[src/rtl/alarm_qualifier.sv]
// Qualifies a strobed comparator result into a debounced alarm level, counts
// alarm assertions and flags a stalled comparator.
module alarm_qualifier #(
    parameter int ASSERT_N   = 4,
    parameter int DEASSERT_N = 4,
    parameter int TIMEOUT    = 1000
) (
    input  logic       clk,
    input  logic       reset,
    input  logic       result_valid,
    input  logic       comparison_result,
    input  logic       clear_count,
    output logic       alarm,
    output logic       alarm_rise,
    output logic [7:0] event_count,
    output logic       stale
);

    typedef enum logic [1:0] {
        IDLE,
        PENDING,
        ALARM,
        RELEASE
    } state_t;

    localparam logic [3:0]  ASSERT_RUN   = 4'(ASSERT_N);
    localparam logic [3:0]  DEASSERT_RUN = 4'(DEASSERT_N);
    localparam logic [15:0] TIMEOUT_CNT  = 16'(TIMEOUT);

    state_t      state;
    state_t      state_next;
    logic [3:0]  run;
    logic [3:0]  run_next;
    logic [3:0]  run_inc;
    logic        rise_next;
    logic [15:0] idle_cnt;
    logic [15:0] idle_next;

    // Run counter tracks consecutive samples that oppose the current alarm level.
    always_comb begin
        state_next = state;
        run_next   = run;
        rise_next  = 1'b0;
        run_inc    = run + 4'd1;
        if (result_valid) begin
            case (state)
                IDLE: begin
                    if (comparison_result) begin
                        if (ASSERT_RUN == 4'd1) begin
                            state_next = ALARM;
                            run_next   = 4'd0;
                            rise_next  = 1'b1;
                        end else begin
                            state_next = PENDING;
                            run_next   = 4'd1;
                        end
                    end else begin
                        run_next = 4'd0;
                    end
                end
                PENDING: begin
                    if (comparison_result) begin
                        if (run_inc == ASSERT_RUN) begin
                            state_next = ALARM;
                            run_next   = 4'd0;
                            rise_next  = 1'b1;
                        end else begin
                            run_next = run_inc;
                        end
                    end else begin
                        state_next = IDLE;
                        run_next   = 4'd0;
                    end
                end
                ALARM: begin
                    if (!comparison_result) begin
                        if (DEASSERT_RUN == 4'd1) begin
                            state_next = IDLE;
                            run_next   = 4'd0;
                        end else begin
                            state_next = RELEASE;
                            run_next   = 4'd1;
                        end
                    end else begin
                        run_next = 4'd0;
                    end
                end
                RELEASE: begin
                    if (!comparison_result) begin
                        if (run_inc == DEASSERT_RUN) begin
                            state_next = IDLE;
                            run_next   = 4'd0;
                        end else begin
                            run_next = run_inc;
                        end
                    end else begin
                        state_next = ALARM;
                        run_next   = 4'd0;
                    end
                end
            endcase
        end

        if (result_valid) begin
            idle_next = 16'd0;
        end else if (idle_cnt == TIMEOUT_CNT) begin
            idle_next = idle_cnt;
        end else begin
            idle_next = idle_cnt + 16'd1;
        end
    end

    // Outputs are registered from next-state values so they align with the state.
    always_ff @(posedge clk) begin
        if (reset) begin
            state       <= IDLE;
            run         <= 4'd0;
            alarm       <= 1'b0;
            alarm_rise  <= 1'b0;
            event_count <= 8'd0;
            idle_cnt    <= 16'd0;
            stale       <= 1'b0;
        end else begin
            state      <= state_next;
            run        <= run_next;
            alarm      <= (state_next == ALARM) || (state_next == RELEASE);
            alarm_rise <= rise_next;
            if (clear_count) begin
                event_count <= 8'd0;
            end else if (rise_next && (event_count != 8'hFF)) begin
                event_count <= event_count + 8'd1;
            end
            idle_cnt <= idle_next;
            stale    <= (idle_next == TIMEOUT_CNT);
        end
    end

endmodule

[config.mk]
export PLATFORM = sky130hd
export DESIGN_NAME = alarm_qualifier
export DESIGN_NICKNAME = d
export VERILOG_FILES = /design/src/rtl/alarm_qualifier.sv
export SDC_FILE = /design/constraint.sdc
export NUM_CORES = 1
export LEC_CHECK = 0
export ABC_AREA = 0
export BUFFER_PORTS_ARGS = -buffer_cell sky130_fd_sc_hd__clkbuf_2
export CORE_ASPECT_RATIO = 0.8
export CORE_MARGIN = 1
export CORE_UTILIZATION = 60
export CTS_CLUSTER_DIAMETER = 80
export DETAILED_ROUTE_END_ITERATION = 10
export PLACE_DENSITY_LB_ADDON = 0.15
export REMOVE_ABC_BUFFERS = 1
export SLEW_MARGIN = 15
export SYNTH_ARGS = -nofsm -noshare
export SYNTH_HDL_FRONTEND = slang
export SYNTH_SLANG_ARGS = --single-unit
[constraint.sdc]
create_clock -name clk -period 3.44 [get_ports clk]
set_input_delay 0.344 -clock clk [delete_from_list [all_inputs] [get_ports clk]]
set_output_delay 0.344 -clock clk [all_outputs]
set_load 0.1 [all_outputs]
==> metrics.md, run 1 <==
| Metric | Value |
|---|---|
| Crit path largest cell delay | `0.58 ns` |
| Fmax | `409 MHz` |
| Syn Inst Count | `211` |
| Drt wl/cell | `14.4 um` |
| Post-synthesis xor/xnor area fraction | `6.89%` |
| Relative slew slack | `62.5%` |
| Clk sinks | `33` |
| Final worst slack | `0.997 ns` |
| Fraction of layout cells with a size suffix above 1 | `14.7%` |
| WS Path Type | `reg2reg` |
| Maxcap violations | `0` |
| Worst slew pin tran | `0.557 ns` |
| Largest net degree at the start of global routing | `17` |
| Synth Area in Adders | `3.52%` |
| # port buffers | `15` |
| Die Footprint | `0.00319 mm2` |
| Post-route ant nets | `0` |
| Core area | `0.00279 mm2` |
| Clock skew | `0.00460 ns` |
| Die height | `50.7 um` |
| Synthesis warning total | `0` |
| Netlist cell types | `48` |
| Area Overhead vs Synth | `9.70%` |
| Cts repair resizes | `0` |
| Final GP Congestion | `0.825` |
| Worst EP arrival | `2.62 ns` |
| Placement Setup Slack | `1.03 ns` |
| Worst-skew pair later-pin latency | `0.28 ns` |
| Starting Density | `63.9%` |
| Number of enable flip-flop cells after synthesis | `0` |
| HPWL after DPL | `2.71 mm` |
| Crit start category | `flop` |
| Postcts setup bufs | `0` |
| Num CTS Buffers | `5` |
| First-pass GRT wire length | `6.49 mm` |
| Synth Area in Simple Gates | `33.0%` |
| Compound-Gate Fraction of Synth Area | `14.1%` |
| Tmin final | `2.44 ns` |
| Avg Inst Size Synth | `8.43 um2` |
| Root Buffer | `clkbuf_8` |
| Die Span X | `62.9 um` |
| 1st-iter DRT viols | `150` |
| Ys async rst share | `0%` |
| Final hold vios | `0` |
| Final period util | `71.0%` |
| Row Count | `17` |
| Power density over the cells | `375 mW/mm2` |
| Cts-stage hold buffer count | `0` |
| Count of final setup violators | `0` |
| Max-slew violations | `0` |
| Fin Setup TNS | `0 ns` |
| # diodes | `0` |
| Slowest CP cell | `or4_1` |
| Layout Nets | `234` |
| DRT Pass-1 Iters | `4` |
| CP cell instances | `ha_1 -> or2b_1 -> o32ai_2 -> nand4_2 -> or4_1 -> and3_1` |
| Status | `complete, no violations` |
| Sequential fraction of the synthesis area | `37.1%` |
| Largest family of logic cells by synthesized area | `simple AND/OR/NAND/NOR gates` |
| Endpoint class of the critical path | `flop` |
| Final Routed Wirelength | `3.79 mm` |
| Ys flop type | `dfxtp_1` |
| Mux cell area share after synthesis | `1.69%` |
| H-tree depth | `2` |
| Io pins | `16` |
| Total vias in the final route | `1,614` |
| Vias/cell | `6.14` |
| Worst VDD drop | `0.270 mV` |
| DRC viols | `0` |
| Congestion Overflow GR | `0` |
| Worst Path Max Fanout | `16` |
| Yosys reg bits | `33` |
| Deepest clock path buffer count | `2` |
| RSZ-0062 raised after global routing | `false` |
| Synth Cell Area | `0.00178 mm2` |
| Initial antenna violation count | `0` |
| TritonCTS clock tree | `yes` |
| Vias in the first global route | `1,388` |
| Clk slew on worst S/H paths | `0.07 ns` |
| LEAKAGE | `0.686 nW` |
| Min-delay worst type | `in2reg` |
| Worst Path Required | `3.62 ns` |
| Gr usage total | `26.6%` |
-- logic make-up (layout without fill, tap and decap cells) --
| kind of cell | after synthesis | count (layout) |
|---|---|---|
| simple gates | 105 | 105 |
| flops | 33 | 33 |
| buf+inv | 13 | 27 |
| mux | 3 | 3 |
| compound gates | 38 | 38 |
| xor+xnor | 14 | 14 |
| fa+ha+maj | 5 | 5 |
-- sequential cells by signal, indices dropped and copies added, names as in the netlist --
signal       flops
stale            1
state            2
alarm            1
event_count      8
run              4
idle_cnt        16
alarm_rise       1
-- per-layer routing --
layer / wire length (um) / share of wire, % / track usage, % / vias up
met5: 0 / 0 / 0 / -
met4: 44 / 1.2 / 10.9 / 0
met3: 339 / 8.9 / 5.68 / 7
met2: 1620 / 43 / 38.2 / 66
met1: 1800 / 47 / 38.3 / 739
li1: - / - / - / 802
-- stage by stage --
stage,power (mW),util [%],hold WS (ns),instance area (um2),instances
after floorplan,0.413,-,0.413,1730,202
after global placement,0.425,66.4,0.473,1850,255
after detailed placement,0.425,66.4,0.496,1850,255
after CTS,0.743,70.0,0.378,1950,263
after global routing,0.762,70.0,0.421,1950,263
final,0.732,70.0,0.378,1950,263
-- cell usage after synthesis (4+ instances only) --
master    number  area (um2)
nand2_1       12        45.0
o21ai_0        6        30.0
ha_1           5        62.6
nor4_1         5        31.3
a21oi_1       14        70.1
nor3_1         7        35.0
xor2_1         7        61.3
dfxtp_1       33         661
nor2_1        27         101
or4_1          5        37.5
o31ai_1        4        30.0
nand3_1       11        55.1
clkbuf_1       6        22.5
inv_1          4        15.0
xnor2_1        7        61.3
nor2b_1        5        31.3
nand4_1        7        43.8
-- worst max-delay path: cells and delay by family, from the launching register on --
kind | cells | cell delay [ns]
AO/OA/AOI/OAI | 1 | 0.34
flip-flops | 1 | 0.37
AND/OR/NAND/NOR | 4 | 1.40
adder cells (fa/ha/maj) | 1 | 0.23
-- power by group --
part           internal [mW]  switching [mW]  total (mW)
Combinational         0.0102          0.0179      0.0281
Clock                  0.181           0.134       0.315
Sequential             0.385         0.00473       0.389
-- path summary, 6_finish.rpt --
path / from / endpoint / slack, ns / cells past startpoint
hold reg to reg: run[2] / run[2] / 0.50 / 2
setup / recovery: run[0] / event_count[6] / 1.0 / 6
setup reg to reg: run[0] / event_count[6] / 1.0 / 6
hold / removal: comparison_result / alarm / 0.38 / 3
-- layout make-up --
cell class	count	area (um2)
clock buffers	7	96.3
clock inverters	1	5.00
fillers	243	835
inverters	4	15.0
multi-input cells	165	1050
flip-flops and latches	33	661
well taps	38	47.5
repair buffers	15	75.1
-- cell usage in the layout, fill, tap and decap left out, types with 4 or more instances in the layout --
master | Yosys | final
nand2_1 | 12 | 12
inv_1 | 4 | 4
nor4_1 | 5 | 5
clkbuf_8 | 1 | 7
a21oi_1 | 14 | 14
xor2_1 | 7 | 7
o21ai_0 | 6 | 6
o31ai_1 | 4 | 4
xnor2_1 | 7 | 7
nor2_1 | 27 | 27
nor2b_1 | 5 | 5
ha_1 | 5 | 5
nand3_1 | 11 | 11
nand4_1 | 7 | 7
dfxtp_1 | 33 | 33
or4_1 | 5 | 5
nor3_1 | 7 | 7
clkbuf_2 | 0 | 15
No activity file was read; power rests on OpenSTA's default activity.
==> run 2, diff against run 1 <==
CORE_UTILIZATION = 58   (was 60)
clock period = 2.5 ns   (was 3.44 ns; I/O delays follow)
==> run 2 against run 1 <==
Effect of this change: cell count is 0.38% higher; clock skew is 0.0027 ns higher; critical path type unchanged; total power is 30% higher; register-to-register slack worse by 0.79 ns; sequential power is 38% higher; combinational power is 41% higher; utilization is 1.2 points lower; largest power group unchanged; critical endpoint unchanged; hold slack worse by 0.060 ns; critical path depth stayed put; worst setup slack worse by 0.79 ns.
==> metrics.md, run 2 (synthesized netlist as in run 1, its figures left out) <==
| Metric | Value |
|---|---|
| Die height | `51.5 um (+1.6%)` |
| Gr usage total | `27.0% (+0.36 points)` |
| Largest net degree at the start of global routing | `16 (-1)` |
| CP cell instances | `ha_1 -> or2b_1 -> o32ai_2 -> nand4_4 -> or4_1 -> and3_1` |
| Postcts setup bufs | `0 (unchanged)` |
| Min-delay worst type | `in2reg` |
| Biggest register | `idle_cnt` |
| # diodes | `0 (unchanged)` |
| Fmax | `436 MHz (+6.6%)` |
| Count of final setup violators | `0 (unchanged)` |
| Final period util | `91.7% (+21 points)` |
| Row Count | `17 (unchanged)` |
| Cts repair resizes | `0 (unchanged)` |
| Endpoint class of the critical path | `flop` |
| Post-route ant nets | `0 (unchanged)` |
| Power density over the cells | `490 mW/mm2 (+31%)` |
| Worst Path Max Fanout | `13 (-3)` |
| Max reg flops | `16 (unchanged)` |
| Final hold vios | `0 (unchanged)` |
| Tmin final | `2.29 ns (-0.151 ns)` |
| Worst VDD drop | `0.437 mV (+62%)` |
| Congestion Overflow GR | `0 (unchanged)` |
| Fin Setup TNS | `0 ns (unchanged)` |
| Crit path largest cell delay | `0.50 ns (-0.08 ns)` |
| Worst EP arrival | `2.47 ns (-0.15 ns)` |
| First-pass GRT wire length | `6.67 mm (+2.9%)` |
| Die Footprint | `0.00329 mm2 (+3.3%)` |
| Worst Path Required | `2.67 ns (-0.95 ns)` |
| Initial antenna violation count | `0 (unchanged)` |
| DRT Pass-1 Iters | `5 (+1)` |
| Vias in the first global route | `1,444 (+4.0%)` |
| Num CTS Buffers | `5 (unchanged)` |
| DRC viols | `0 (unchanged)` |
| Die Span X | `63.9 um (+1.7%)` |
| Design Area, Final | `0.00195 mm2 (-0.26%)` |
| Maxcap violations | `0 (unchanged)` |
| Root Buffer | `clkbuf_8` |
| Worst-skew pair later-pin latency | `0.28 ns (about the same)` |
| Biggest regs | `idle_cnt (16), event_count (8), run (4)` |
| HPWL after DPL | `2.86 mm (+5.5%)` |
| Clk slew on worst S/H paths | `0.06 ns (about the same)` |
| Starting Density | `62.9% (-0.96 points)` |
| Vias/cell | `6.14 (+0.11%)` |
| Final Routed Wirelength | `3.93 mm (+3.6%)` |
| Crit start category | `flop` |
| LEAKAGE | `0.666 nW (-2.8%)` |
| Deepest clock path buffer count | `2 (unchanged)` |
| Clock skew | `0.00730 ns (+0.00270 ns)` |
| Relative slew slack | `61.9% (-0.57 points)` |
| Max-slew violations | `0 (unchanged)` |
| TritonCTS clock tree | `yes` |
| Post-layout util | `68.8% (-1.2 points)` |
| CP delay by family, top | `simple AND/OR/NAND/NOR gates` |
| WS Path Type | `reg2reg` |
| Most frequent cells in the layout | `33 x dfxtp_1, 27 x nor2_1, 15 x clkbuf_2, 14 x a21oi_1, 12 x nand2_1` |
| Final GP Congestion | `0.885 (+7.3%)` |
| Crit path buffers/inverters | `0 (unchanged)` |
| Post-place instance area | `0.00186 mm2 (+0.41%)` |
| Clk sinks | `33 (unchanged)` |
| H-tree depth | `2 (unchanged)` |
| Core area | `0.00283 mm2 (+1.5%)` |
| # port buffers | `15 (unchanged)` |
| Drt wl/cell | `14.9 um (+3.2%)` |
| Fraction of layout cells with a size suffix above 1 | `13.7% (-0.95 points)` |
| Worst slew pin tran | `0.566 ns (+0.00853 ns)` |
| Cts-stage hold buffer count | `0 (unchanged)` |
| Commonest non-fill, non-tap cell in the layout | `dfxtp_1` |
| Layout Nets | `235 (+0.43%)` |
| 1st-iter DRT viols | `175 (+17%)` |
| Total vias in the final route | `1,622 (+0.50%)` |
| Area Overhead vs Synth | `9.42%` |
| Status | `complete, no violations` |
| RSZ-0062 raised after global routing | `false` |
| Slowest CP cell | `or4_1` |
| Io pins | `16 (unchanged)` |
## run 2: changes by cell type in the layout (fill, tap and decap cells not counted)
cell      delta
nand4_4      +1
clkbuf_8     -2
clkinv_2     -1
nand4_2      -1
buf_4        +1
clkbuf_1     +3
## run 2: where the power goes
group          internal, mW  switching [mW]
sequential            0.529         0.00708
combinational        0.0141          0.0254
clock                 0.198           0.180
total                 0.741           0.213
## run 2: layer usage
| metal | global-route usage [%] | wire length [um] | up-vias |
|---|---|---|---|
| li1 | - | - | 805 |
| met4 | 9.09 | 34 | 0 |
| met2 | 40.6 | 1760 | 61 |
| met5 | 0 | 0 | - |
| met1 | 37.6 | 1870 | 751 |
| met3 | 6.80 | 260 | 5 |
## run 2: final cells by class
type                            instances  area (um2)
Clock buffer                            8        80.1
Fill cell                             234         882
Inverter                                4        15.0
Multi-Input combinational cell        165        1060
Sequential cell                        33         661
Tap cell                               38        47.5
Timing Repair Buffer                   16        82.6
## run 2: stage by stage
stage / hold WS (ns) / cells / power [mW] / setup slack, ns
after global routing: 0.339 / 264 / 0.993 / 0.0515
after floorplan: 0.319 / 202 / 0.569 / 0.300
after detailed placement: 0.510 / 256 / 0.587 / 0.152
after CTS: 0.313 / 264 / 0.962 / 0.150
final: 0.318 / 264 / 0.954 / 0.207
after global placement: 0.478 / 256 / 0.584 / 0.265
## run 2: worst paths after layout
check | from | end | slack (ns) | depth (start not counted)
min reg2reg | event_count[0] | event_count[0] | 0.52 | 2
max reg2reg | run[0] | event_count[6] | 0.21 | 6
max | run[0] | event_count[6] | 0.21 | 6
min | reset | run[1] | 0.32 | 2
